--- src/rtl/iob_axis_tx_serializer_pkg.sv ---
// Shared definitions for the AXI-Stream transmit serializer.
//  - state_t      : serializer FSM encoding (IDLE=0, SEND=1, STARVE=2)
//  - R / R_W      : beats per word and beat-index width for the default widths
//  - beat_ratio() : beats per word for any DATA_W/TDATA_W pair
//  - idx_width()  : beat-index width, never narrower than one bit
package iob_axis_tx_serializer_pkg;

  typedef enum logic [1:0] {
    ST_IDLE   = 2'd0,
    ST_SEND   = 2'd1,
    ST_STARVE = 2'd2
  } state_t;

  localparam int DEF_DATA_W  = 32;
  localparam int DEF_TDATA_W = 8;
  localparam int R           = DEF_DATA_W / DEF_TDATA_W;
  localparam int R_W         = $clog2(R);

  function automatic int beat_ratio(input int data_w, input int tdata_w);
    return data_w / tdata_w;
  endfunction

  // A ratio of 1 still needs a one-bit index so the vectors stay legal.
  function automatic int idx_width(input int ratio);
    return (ratio > 1) ? $clog2(ratio) : 1;
  endfunction

endpackage

--- src/rtl/iob_axis_tx_fifo.sv ---
// Synchronous first-word-fall-through word FIFO.
// Ports:
//  clk_i, cke_i, arst_n_i, rst_i : clock, clock enable, async reset (low), soft reset
//  push_i / data_i               : write request and word; ignored when full
//  pop_i / data_o                : read request and head word (valid when not empty)
//  level_o, empty_o, full_o      : occupancy status
// A written word becomes visible only after the write edge (no bypass).
module iob_axis_tx_fifo #(
  parameter int W      = 32,
  parameter int ADDR_W = 4
) (
  input  logic            clk_i,
  input  logic            cke_i,
  input  logic            arst_n_i,
  input  logic            rst_i,
  input  logic            push_i,
  input  logic [W-1:0]    data_i,
  input  logic            pop_i,
  output logic [W-1:0]    data_o,
  output logic [ADDR_W:0] level_o,
  output logic            empty_o,
  output logic            full_o
);

  localparam logic [ADDR_W:0] DEPTH = {1'b1, {ADDR_W{1'b0}}};

  logic [W-1:0]    mem [2**ADDR_W];
  logic [ADDR_W:0] wr_ptr;
  logic [ADDR_W:0] rd_ptr;
  logic            do_push;
  logic            do_pop;

  // Pointers carry one extra wrap bit so full and empty are distinguishable.
  assign level_o = wr_ptr - rd_ptr;
  assign empty_o = (level_o == '0);
  assign full_o  = (level_o == DEPTH);
  assign do_push = push_i & ~full_o;
  assign do_pop  = pop_i & ~empty_o;
  assign data_o  = mem[rd_ptr[ADDR_W-1:0]];

  always_ff @(posedge clk_i or negedge arst_n_i) begin
    if (!arst_n_i) begin
      wr_ptr <= '0;
      rd_ptr <= '0;
    end else if (cke_i) begin
      if (rst_i) begin
        wr_ptr <= '0;
        rd_ptr <= '0;
      end else begin
        if (do_push) wr_ptr <= wr_ptr + 1'b1;
        if (do_pop)  rd_ptr <= rd_ptr + 1'b1;
      end
    end
  end

  // Storage is not reset; only the pointers define what is valid.
  always_ff @(posedge clk_i) begin
    if (cke_i && !rst_i && do_push) mem[wr_ptr[ADDR_W-1:0]] <= data_i;
  end

endmodule

--- src/rtl/iob_axis_tx_serializer.sv ---
// AXI-Stream transmitter: buffers DATA_W-bit words, emits each as
// DATA_W/TDATA_W beats (least significant slice first), and raises TLAST on
// the programmed beat of a packet. Slices left in a word after TLAST are dropped.
// Ports:
//  clk_i, arst_n_i, cke_i, rst_i    : clock, async reset (low), clock enable, soft reset
//  enable_i, nbeats_i               : packet start permission and length (beats)
//  in_valid_i/in_ready_o/in_data_i  : word write handshake
//  axis_t*                          : AXI-Stream master
//  fifo_level_o/empty_o/full_o      : word FIFO status (excludes word being sent)
//  busy_o, done_o, sent_beats_o     : packet status
//  dbg_state_o                      : current FSM state
// Handshake: a transfer happens on a clock edge where valid and ready are both
// high; valid never waits for ready, and once raised, valid/data/last hold
// until that transfer.
module iob_axis_tx_serializer
  import iob_axis_tx_serializer_pkg::*;
#(
  parameter int DATA_W      = DEF_DATA_W,
  parameter int TDATA_W     = DEF_TDATA_W,
  parameter int FIFO_ADDR_W = 4,
  parameter int CNT_W       = 16
) (
  input  logic                 clk_i,
  input  logic                 arst_n_i,
  input  logic                 cke_i,
  input  logic                 rst_i,
  input  logic                 enable_i,
  input  logic [CNT_W-1:0]     nbeats_i,
  input  logic                 in_valid_i,
  output logic                 in_ready_o,
  input  logic [DATA_W-1:0]    in_data_i,
  output logic                 axis_tvalid_o,
  input  logic                 axis_tready_i,
  output logic [TDATA_W-1:0]   axis_tdata_o,
  output logic                 axis_tlast_o,
  output logic [FIFO_ADDR_W:0] fifo_level_o,
  output logic                 fifo_empty_o,
  output logic                 fifo_full_o,
  output logic                 busy_o,
  output logic                 done_o,
  output logic [CNT_W-1:0]     sent_beats_o,
  output state_t               dbg_state_o
);

  localparam int              RATIO    = beat_ratio(DATA_W, TDATA_W);
  localparam int              IDX_W    = idx_width(RATIO);
  localparam logic [IDX_W-1:0] IDX_LAST = IDX_W'(RATIO - 1);

  state_t             state;
  state_t             state_nxt;
  logic [DATA_W-1:0]  shreg;
  logic [IDX_W-1:0]   idx;
  logic [CNT_W-1:0]   nbeats_q;
  logic [CNT_W-1:0]   sent_q;
  logic               done_q;

  logic [DATA_W-1:0]  fifo_data;
  logic               fifo_push;
  logic               fifo_pop;
  logic               start;
  logic               load;
  logic               shift;
  logic               hs;
  logic               last_beat;

  // FIFO
  assign in_ready_o = ~fifo_full_o;
  assign fifo_push  = in_valid_i & in_ready_o;

  iob_axis_tx_fifo #(
    .W      (DATA_W),
    .ADDR_W (FIFO_ADDR_W)
  ) u_fifo (
    .clk_i    (clk_i),
    .cke_i    (cke_i),
    .arst_n_i (arst_n_i),
    .rst_i    (rst_i),
    .push_i   (fifo_push),
    .data_i   (in_data_i),
    .pop_i    (fifo_pop),
    .data_o   (fifo_data),
    .level_o  (fifo_level_o),
    .empty_o  (fifo_empty_o),
    .full_o   (fifo_full_o)
  );

  // Outputs derive from registers only, so tvalid cannot depend on tready.
  assign axis_tvalid_o = (state == ST_SEND);
  assign axis_tdata_o  = shreg[TDATA_W-1:0];
  assign axis_tlast_o  = (state == ST_SEND) && (sent_q == nbeats_q - CNT_W'(1));
  assign busy_o        = (state != ST_IDLE);
  assign done_o        = done_q;
  assign sent_beats_o  = sent_q;
  assign dbg_state_o   = state;

  assign hs        = axis_tvalid_o & axis_tready_i;
  assign last_beat = hs & axis_tlast_o;

  // Next-state and datapath control
  always_comb begin
    state_nxt = state;
    fifo_pop  = 1'b0;
    start     = 1'b0;
    load      = 1'b0;
    shift     = 1'b0;
    case (state)
      ST_IDLE: begin
        if (enable_i && (nbeats_i != '0) && !fifo_empty_o) begin
          fifo_pop  = 1'b1;
          start     = 1'b1;
          load      = 1'b1;
          state_nxt = ST_SEND;
        end
      end
      ST_SEND: begin
        if (hs) begin
          if (last_beat) begin
            // Remaining slices of this word are discarded.
            state_nxt = ST_IDLE;
          end else if (idx == IDX_LAST) begin
            if (!fifo_empty_o) begin
              // Reload in the same cycle so the stream has no bubble.
              fifo_pop = 1'b1;
              load     = 1'b1;
            end else begin
              state_nxt = ST_STARVE;
            end
          end else begin
            shift = 1'b1;
          end
        end
      end
      ST_STARVE: begin
        if (!fifo_empty_o) begin
          fifo_pop  = 1'b1;
          load      = 1'b1;
          state_nxt = ST_SEND;
        end
      end
      default: state_nxt = ST_IDLE;
    endcase
  end

  always_ff @(posedge clk_i or negedge arst_n_i) begin
    if (!arst_n_i) begin
      state    <= ST_IDLE;
      shreg    <= '0;
      idx      <= '0;
      nbeats_q <= '0;
      sent_q   <= '0;
      done_q   <= 1'b0;
    end else if (cke_i) begin
      if (rst_i) begin
        state    <= ST_IDLE;
        shreg    <= '0;
        idx      <= '0;
        nbeats_q <= '0;
        sent_q   <= '0;
        done_q   <= 1'b0;
      end else begin
        state  <= state_nxt;
        done_q <= last_beat;
        if (load) begin
          shreg <= fifo_data;
          idx   <= '0;
        end else if (shift) begin
          shreg <= shreg >> TDATA_W;
          idx   <= idx + IDX_W'(1);
        end
        if (start) begin
          nbeats_q <= nbeats_i;
          sent_q   <= '0;
        end else if (hs) begin
          sent_q <= sent_q + CNT_W'(1);
        end
      end
    end
  end

endmodule

--- config.mk ---
export PLATFORM = sky130hd
export DESIGN_NAME = iob_axis_tx_serializer
export DESIGN_NICKNAME = d
export VERILOG_FILES = /design/src/rtl/iob_axis_tx_serializer_pkg.sv /design/src/rtl/iob_axis_tx_fifo.sv /design/src/rtl/iob_axis_tx_serializer.sv
export SDC_FILE = /design/constraint.sdc
export NUM_CORES = 1
export LEC_CHECK = 0
export ABC_AREA = 1
export CAP_MARGIN = 20
export CORE_MARGIN = 10
export CORE_UTILIZATION = 60
export CTS_BUF_LIST = sky130_fd_sc_hd__clkbuf_8
export DETAILED_ROUTE_END_ITERATION = 8
export GPL_TIMING_DRIVEN = 0
export PLACE_DENSITY = 0.79
export REMOVE_ABC_BUFFERS = 1
export SLEW_MARGIN = 10
export SYNTH_ARGS = -nofsm -noshare
export SYNTH_HDL_FRONTEND = slang
export SYNTH_SLANG_ARGS = --single-unit
--- constraint.sdc ---
create_clock -name clk_i -period 7.11 [get_ports clk_i]
set_input_delay 1.422 -clock clk_i [delete_from_list [all_inputs] [get_ports clk_i]]
set_output_delay 1.422 -clock clk_i [all_outputs]
set_load 0.005 [all_outputs]
==> flow_summary.yaml, run 1 <==
run_status:
  status: "finished, final reports clean"
cells_and_area:
  final_nets: 2333
  final_util_pct: 70.7
  diodes: 0
  drive_gt1_share_pct: 9.35
  stdcell_count: 2875
  fillCellCount: 2743
  area_delta_synth_final_pct: 15.9
synthesis:
  synth_area_leaders: "edfxtp_1 (61%), nand2_1 (8.1%), dfrtp_1 (7.9%)"
  syn_inst: 2179
  yosys_warnings: 0
  avgSynthCellArea_sq_um: 11.5
  syn_area_sq_mm: 0.0251
  yosysTopAreaCell: "edfxtp_1"
  ys_seq_area_share_pct: 69.2
  synth_enable_flop_cells: 512
  ys_ff_latch: 591
  ys_types: 48
  yosys_most_used_dff: "edfxtp_1"
  yosys.area.top_type_share_pct: 61.3
  synth_commonest_cells: "nand2_1 (541), edfxtp_1 (512), nand3_1 (214)"
  async_reset_ff_share_pct: 13.4
  yosysMostFrequentCell: "nand2_1"
setup_path:
  critPathKind: "register to output port"
  crit_chain: "buf_16, clkinv_2, ha_1, nand2_1, o21ai_1, xor2_1, nand3_1, inv_1, clkdlybuf4s50_1"
  endpoint_kind: "output port"
  arrival_ns: 4.20
  r2r_start: "u_fifo.rd_ptr[3]"
  reg2reg_depth: 16
  start_kind: "register"
  cp.required_ns: 5.69
  worst_r2r_endpoint: "shreg[31]"
  critPathMaxStageDelay_ns: 0.69
  critPathSlowestCell: "dfrtp_2"
  rrSetupSlack_ns: 1.78
  worstPathMaxFanout: 34
timing:
  tightestPinTransition_ns: 0.887
  fmax_mhz: 178
  rsz0062_at_grt: "false"
  setup-violations-final: 0
  hold_ws_ns: 0.507
  tns_ns: 0
  slew_viol_final: 0
  skew_ns: 0.0197
  slew_headroom_pct: 40.8
  period_share_pct: 79.1
  min_period_ns: 5.62
  hold_viol: 0
clock_network:
  clk_latency_ns: 0.67
  clock_sinks: 591
  ctsResizeCount: 0
  clk_pin_slew_ns: 0.06
  cts_tree: "yes"
  clockBufferDepth: 3
  htree_levels: 3
  cts-root-buf: "clkbuf_8"
  post_cts_buffers: 0
  ctsHoldBuffers: 0
  numCtsBuffers: 95
global_route:
  grt_pass1_vias: 17400
  grt_pass1_wl_mm: 98.9
  grt_max_degree: 129
  overflow: 0
  grt.total_usage_pct: 25.4
  antenna_found_initial: 0
routing:
  postRouteAntennaNets: 0
  first_iter_violations: 2313
  wirelength_mm: 65.0
  drt_drc_violations_left: 0
  avgViaCountPerCell: 6.25
  num_vias: 18000
  drtPass1Iterations: 7
  wl_per_cell_um: 22.6
die:
  fp.dieW_um: 224
  die_area_sq_mm: 0.0504
  initial_utilization_pct: 61.0
  rows: 74
  ios: 93
  fp.dieH_um: 224
  core-area_sq_mm: 0.0411
power_and_ir_drop:
  leakagePower_nw: 10.9
  p_per_area_mw_per_mm2: 360
  peakVddDrop_mv: 0.222
min_path:
  hold_path.class: "register to register"
  hold_depth: 2
  min_from: "idx[1]"
  hold-path-endpoint: "idx[1]"
placement:
  io_buffers: 92
  gp_congestion: 0.893
  hpwl_mm: 37.8
  placedCellCount: 2700
flow_run:
  maxCapViolations: 0
## metrics by stage
stage          area, sq um  total power (W)  setup WS (ns)
5_1_grt              29100           0.0110           1.30
2_1_floorplan        24500          0.00642          -2.44
4_1_cts              29100           0.0104           1.49
3_5_place_dp         27100          0.00750           1.93
3_3_place_gp         26100          0.00757          -9.02
6_report             29100           0.0105           1.49
## worst max-delay path: cells and delay by family, from the launching register on
| family | cells | cell delay (ns) |
|---|---|---|
| AO/OA/AOI/OAI | 1 | 0.16 |
| XOR/XNOR | 1 | 0.33 |
| adder cells (fa/ha/maj) | 1 | 0.67 |
| buffers and inverters | 4 | 1.44 |
| flip-flops | 1 | 0.69 |
| AND/OR/NAND/NOR | 2 | 0.25 |
## layout by cell type (no fill, tap or decap), types with 75 or more instances in the layout
cell type	instances
clkbuf_8	99
o21ai_0	83
edfxtp_1	512
dfrtp_1	75
inv_1	110
nand2_1	541
a21oi_1	149
nor2_1	98
clkdlybuf4s50_1	91
nand3_1	213
## state kept, by name, summed over array words and instances, names as in the netlist
register / count
dbg_state_o: 2
done_o: 1
idx: 2
nbeats_q: 16
sent_beats_o: 16
shreg: 32
u_fifo.mem: 512
u_fifo.rd_ptr: 5
u_fifo.wr_ptr: 5
## report_power, final
| part | internal [W] | total (W) | leakage [nW] | switching, W |
|---|---|---|---|---|
| Clock | 0.00162 | 0.00296 | 1.07 | 0.00134 |
| Combinational | 0.00116 | 0.00334 | 4.16 | 0.00219 |
| Sequential | 0.00392 | 0.00415 | 5.68 | 0.000236 |
## layout make-up
| class | instances | area (sq um) | share of cell area (%) |
|---|---|---|---|
| multi-input combinational | 1355 | 6900 | 23.7 |
| timing repair buffer | 128 | 1840 | 6.33 |
| sequential | 591 | 17400 | 59.7 |
| tap | 532 | 666 | 2.29 |
| inverter | 94 | 369 | 1.27 |
| clock buffer | 99 | 1360 | 4.69 |
| clock inverter | 76 | 567 | 1.95 |
## worst max-delay path by stage
stage / slack [ns] / from / endpoint / cells after the start
after global placement: -9.02 / u_fifo.rd_ptr[0] / shreg[4] / 9
after global routing: 1.30 / u_fifo.rd_ptr[3] / fifo_full_o / 9
after floorplan: -2.44 / u_fifo.rd_ptr[0] / shreg[24] / 9
after CTS: 1.49 / u_fifo.rd_ptr[3] / fifo_full_o / 9
after detailed placement: 1.93 / u_fifo.rd_ptr[3] / shreg[31] / 16
final: 1.49 / u_fifo.rd_ptr[3] / fifo_full_o / 9
## routing by layer
| metal | track usage, % | routed length, um | up-vias |
|---|---|---|---|
| met3 | 5.20 | 6550 | 199 |
| met2 | 40.1 | 30400 | 1061 |
| li1 | - | - | 8015 |
| met5 | 0 | 0 | - |
| met4 | 13.8 | 2970 | 0 |
| met1 | 32.7 | 25100 | 8693 |
## cells by family after synthesis
| family | after synthesis | synth area share [%] |
|---|---|---|
| AO/OA/AOI/OAI | 368 | 8.94 |
| adder cells (fa/ha/maj) | 13 | 0.679 |
| XOR/XNOR | 21 | 0.763 |
| multiplexers | 17 | 0.699 |
| buffers and inverters | 233 | 3.77 |
| flip-flops | 591 | 69.2 |
| AND/OR/NAND/NOR | 936 | 16.0 |
(Power assumes the default switching activity.)
==> inputs of run 2 (changes only) <==
CORE_UTILIZATION = 57   (was 60)
PLACE_DENSITY = 0.78   (was 0.79)
clock period = 4.7 ns   (was 7.11 ns; I/O delays follow)
==> run 2 against run 1 <==
  * Largest cell class unchanged
  * Combinational power up 60%
  * Critical path depth shrank 1
  * Sequential power up 49%
  * Routed wire length is essentially flat
  * Clock skew rose by 0.0053 ns
  * Clock power grew 38%
  * Cell area is 0.32% higher
==> flow_summary.yaml, run 2 (synthesis gave the netlist of run 1 again) <==
run_status:
  status: "finished, final reports clean"
setup_path:
  critPathKind: "register to output port"
  cp.required_ns: 3.76
  start_kind: "register"
  endpoint_kind: "output port"
  critPathSlowestCell: "dfrtp_2"
  crit_chain: "clkinv_4, ha_1, nand2_1, o21ai_1, xor2_2, buf_4, nor2_4, clkdlybuf4s50_1"
  worstPathMaxFanout: 34
  arrival_ns: 3.60
  critPathMaxStageDelay_ns: 0.63
timing:
  skew_ns: 0.0250
  slew_headroom_pct: 44.5
  hold_viol: 0
  fmax_mhz: 220
  min_period_ns: 4.54
  setup_ws_ns: 0.160
  slew_viol_final: 0
  period_share_pct: 96.6
  tns_ns: 0
  setup-violations-final: 0
  hold_ws_ns: 0.288
  tightestPinTransition_ns: 0.831
power_and_ir_drop:
  peakVddDrop_mv: 0.454
  leakagePower_nw: 10.9
  p_total_w: 0.0156
  p_int_w: 0.00987
  p_seq_share_pct: 39.6
  comb_power_share_pct: 34.2
  switchingPower_w: 0.00573
  switching_share_pct: 36.8
  p_per_area_mw_per_mm2: 535
  clock_power_share_pct: 26.2
placement:
  post-place-ws_ns: -0.458
  gp_congestion: 0.892
  placedCellCount: 2754
  hpwl_mm: 37.1
  io_buffers: 92
die:
  fp.dieH_um: 230
  ios: 93
  core-area_sq_mm: 0.0433
  die_area_sq_mm: 0.0528
  initial_utilization_pct: 58.0
  rows: 76
  fp.dieW_um: 230
clock_network:
  clock_sinks: 591
  cts_tree: "yes"
  clk_latency_ns: 0.67
  cts-root-buf: "clkbuf_8"
  ctsHoldBuffers: 0
  htree_levels: 3
  clk_pin_slew_ns: 0.06
  clockBufferDepth: 3
  numCtsBuffers: 93
cells_and_area:
  stdcell_count: 2936
  final_cell_mix: "nand2_1 (541), edfxtp_1 (512), nand3_1 (213)"
  area_delta_synth_final_pct: 16.3
  final_common_cell: "nand2_1"
  final_nets: 2346
  drive_gt1_share_pct: 9.28
  largest_reg_flops: 512
global_route:
  grt_max_degree: 117
  grt.total_usage_pct: 23.6
  grt_pass1_wl_mm: 97.6
  antenna_found_initial: 3
  overflow: 0
  grt_pass1_vias: 17000
routing:
  wirelength_mm: 64.9
  drt_drc_violations_left: 0
  postRouteAntennaNets: 0
  wl_per_cell_um: 22.1
  first_iter_violations: 2418
  drtPass1Iterations: 6
  avgViaCountPerCell: 6.15
  num_vias: 18000
min_path:
  hold_path.class: "primary input to asynchronous set/reset pin"
flow_run:
  maxCapViolations: 0
==> run 2: layout make-up <==
| class | instances | area, sq um |
|---|---|---|
| Inverter | 94 | 390 |
| Antenna cell | 2 | 5.00 |
| Sequential cell | 591 | 17400 |
| Fill cell | 2942 | 14100 |
| Tap cell | 585 | 732 |
| Multi-Input combinational cell | 1356 | 6950 |
| Clock inverter | 67 | 382 |
| Clock buffer | 99 | 1360 |
| Timing Repair Buffer | 142 | 1980 |
==> run 2: power by group through the flow <==
stage	combinational, W	clock (W)	sequential (W)
after floorplan	0.00325	0	0.00646
after global placement	0.00412	0	0.00661
after detailed placement	0.00501	0	0.00633
after CTS	0.00513	0.00413	0.00620
after global routing	0.00584	0.00438	0.00618
final	0.00533	0.00409	0.00617
==> run 2: critical path: cells and delay by family, from the launching register on <==
family	cells	cell delay, ns
flip-flops	1	0.63
adder cells (fa/ha/maj)	1	0.54
XOR/XNOR	1	0.13
AND/OR/NAND/NOR	2	0.27
AO/OA/AOI/OAI	1	0.20
buffers and inverters	3	1.15
==> run 2: path summary, 6_finish.rpt <==
check	end	depth (start not counted)	slack (ns)	from
max	fifo_empty_o	8	0.16	u_fifo.rd_ptr[3]
min	idx[1]	1	0.29	arst_n_i
max reg2reg	u_fifo.mem[12][3]	12	0.19	u_fifo.rd_ptr[0]
min reg2reg	nbeats_q[15]	2	0.51	nbeats_q[15]
max in group asynchronous	u_fifo.rd_ptr[0]	2	3.79	arst_n_i
min in group clk_i	nbeats_q[15]	2	0.51	nbeats_q[15]
==> run 2: layer usage <==
metal | global-route usage [%] | wire length [um] | vias to the layer above | share of wire [%]
li1 | - | - | 8034 | -
met1 | 32.1 | 25800 | 8725 | 40
met2 | 36.7 | 30400 | 1117 | 47
met3 | 4.78 | 6720 | 164 | 10
met4 | 9.23 | 2050 | 2 | 3.2
met5 | 0 | 13 | - | 0.020
==> run 2: stage by stage <==
| stage | cell area, sq um | util, % |
|---|---|---|
| 5_1_grt | 29200 | 67.4 |
| 3_3_place_gp | 26100 | 60.4 |
| 4_1_cts | 29000 | 67.1 |
| 6_report | 29200 | 67.4 |
| 2_1_floorplan | 24500 | - |
| 3_5_place_dp | 27200 | 62.9 |
==> run 2: timing repair <==
action | 4_1_cts | 5_1_grt
setup endpoints to repair | 266 | 209
cloned | 1 | 0
pin swaps | 1 | 1
gates resized for setup | 4 | 8
endpoints found under the hold margin | 0 | 0
buffers inserted | 1 | 12
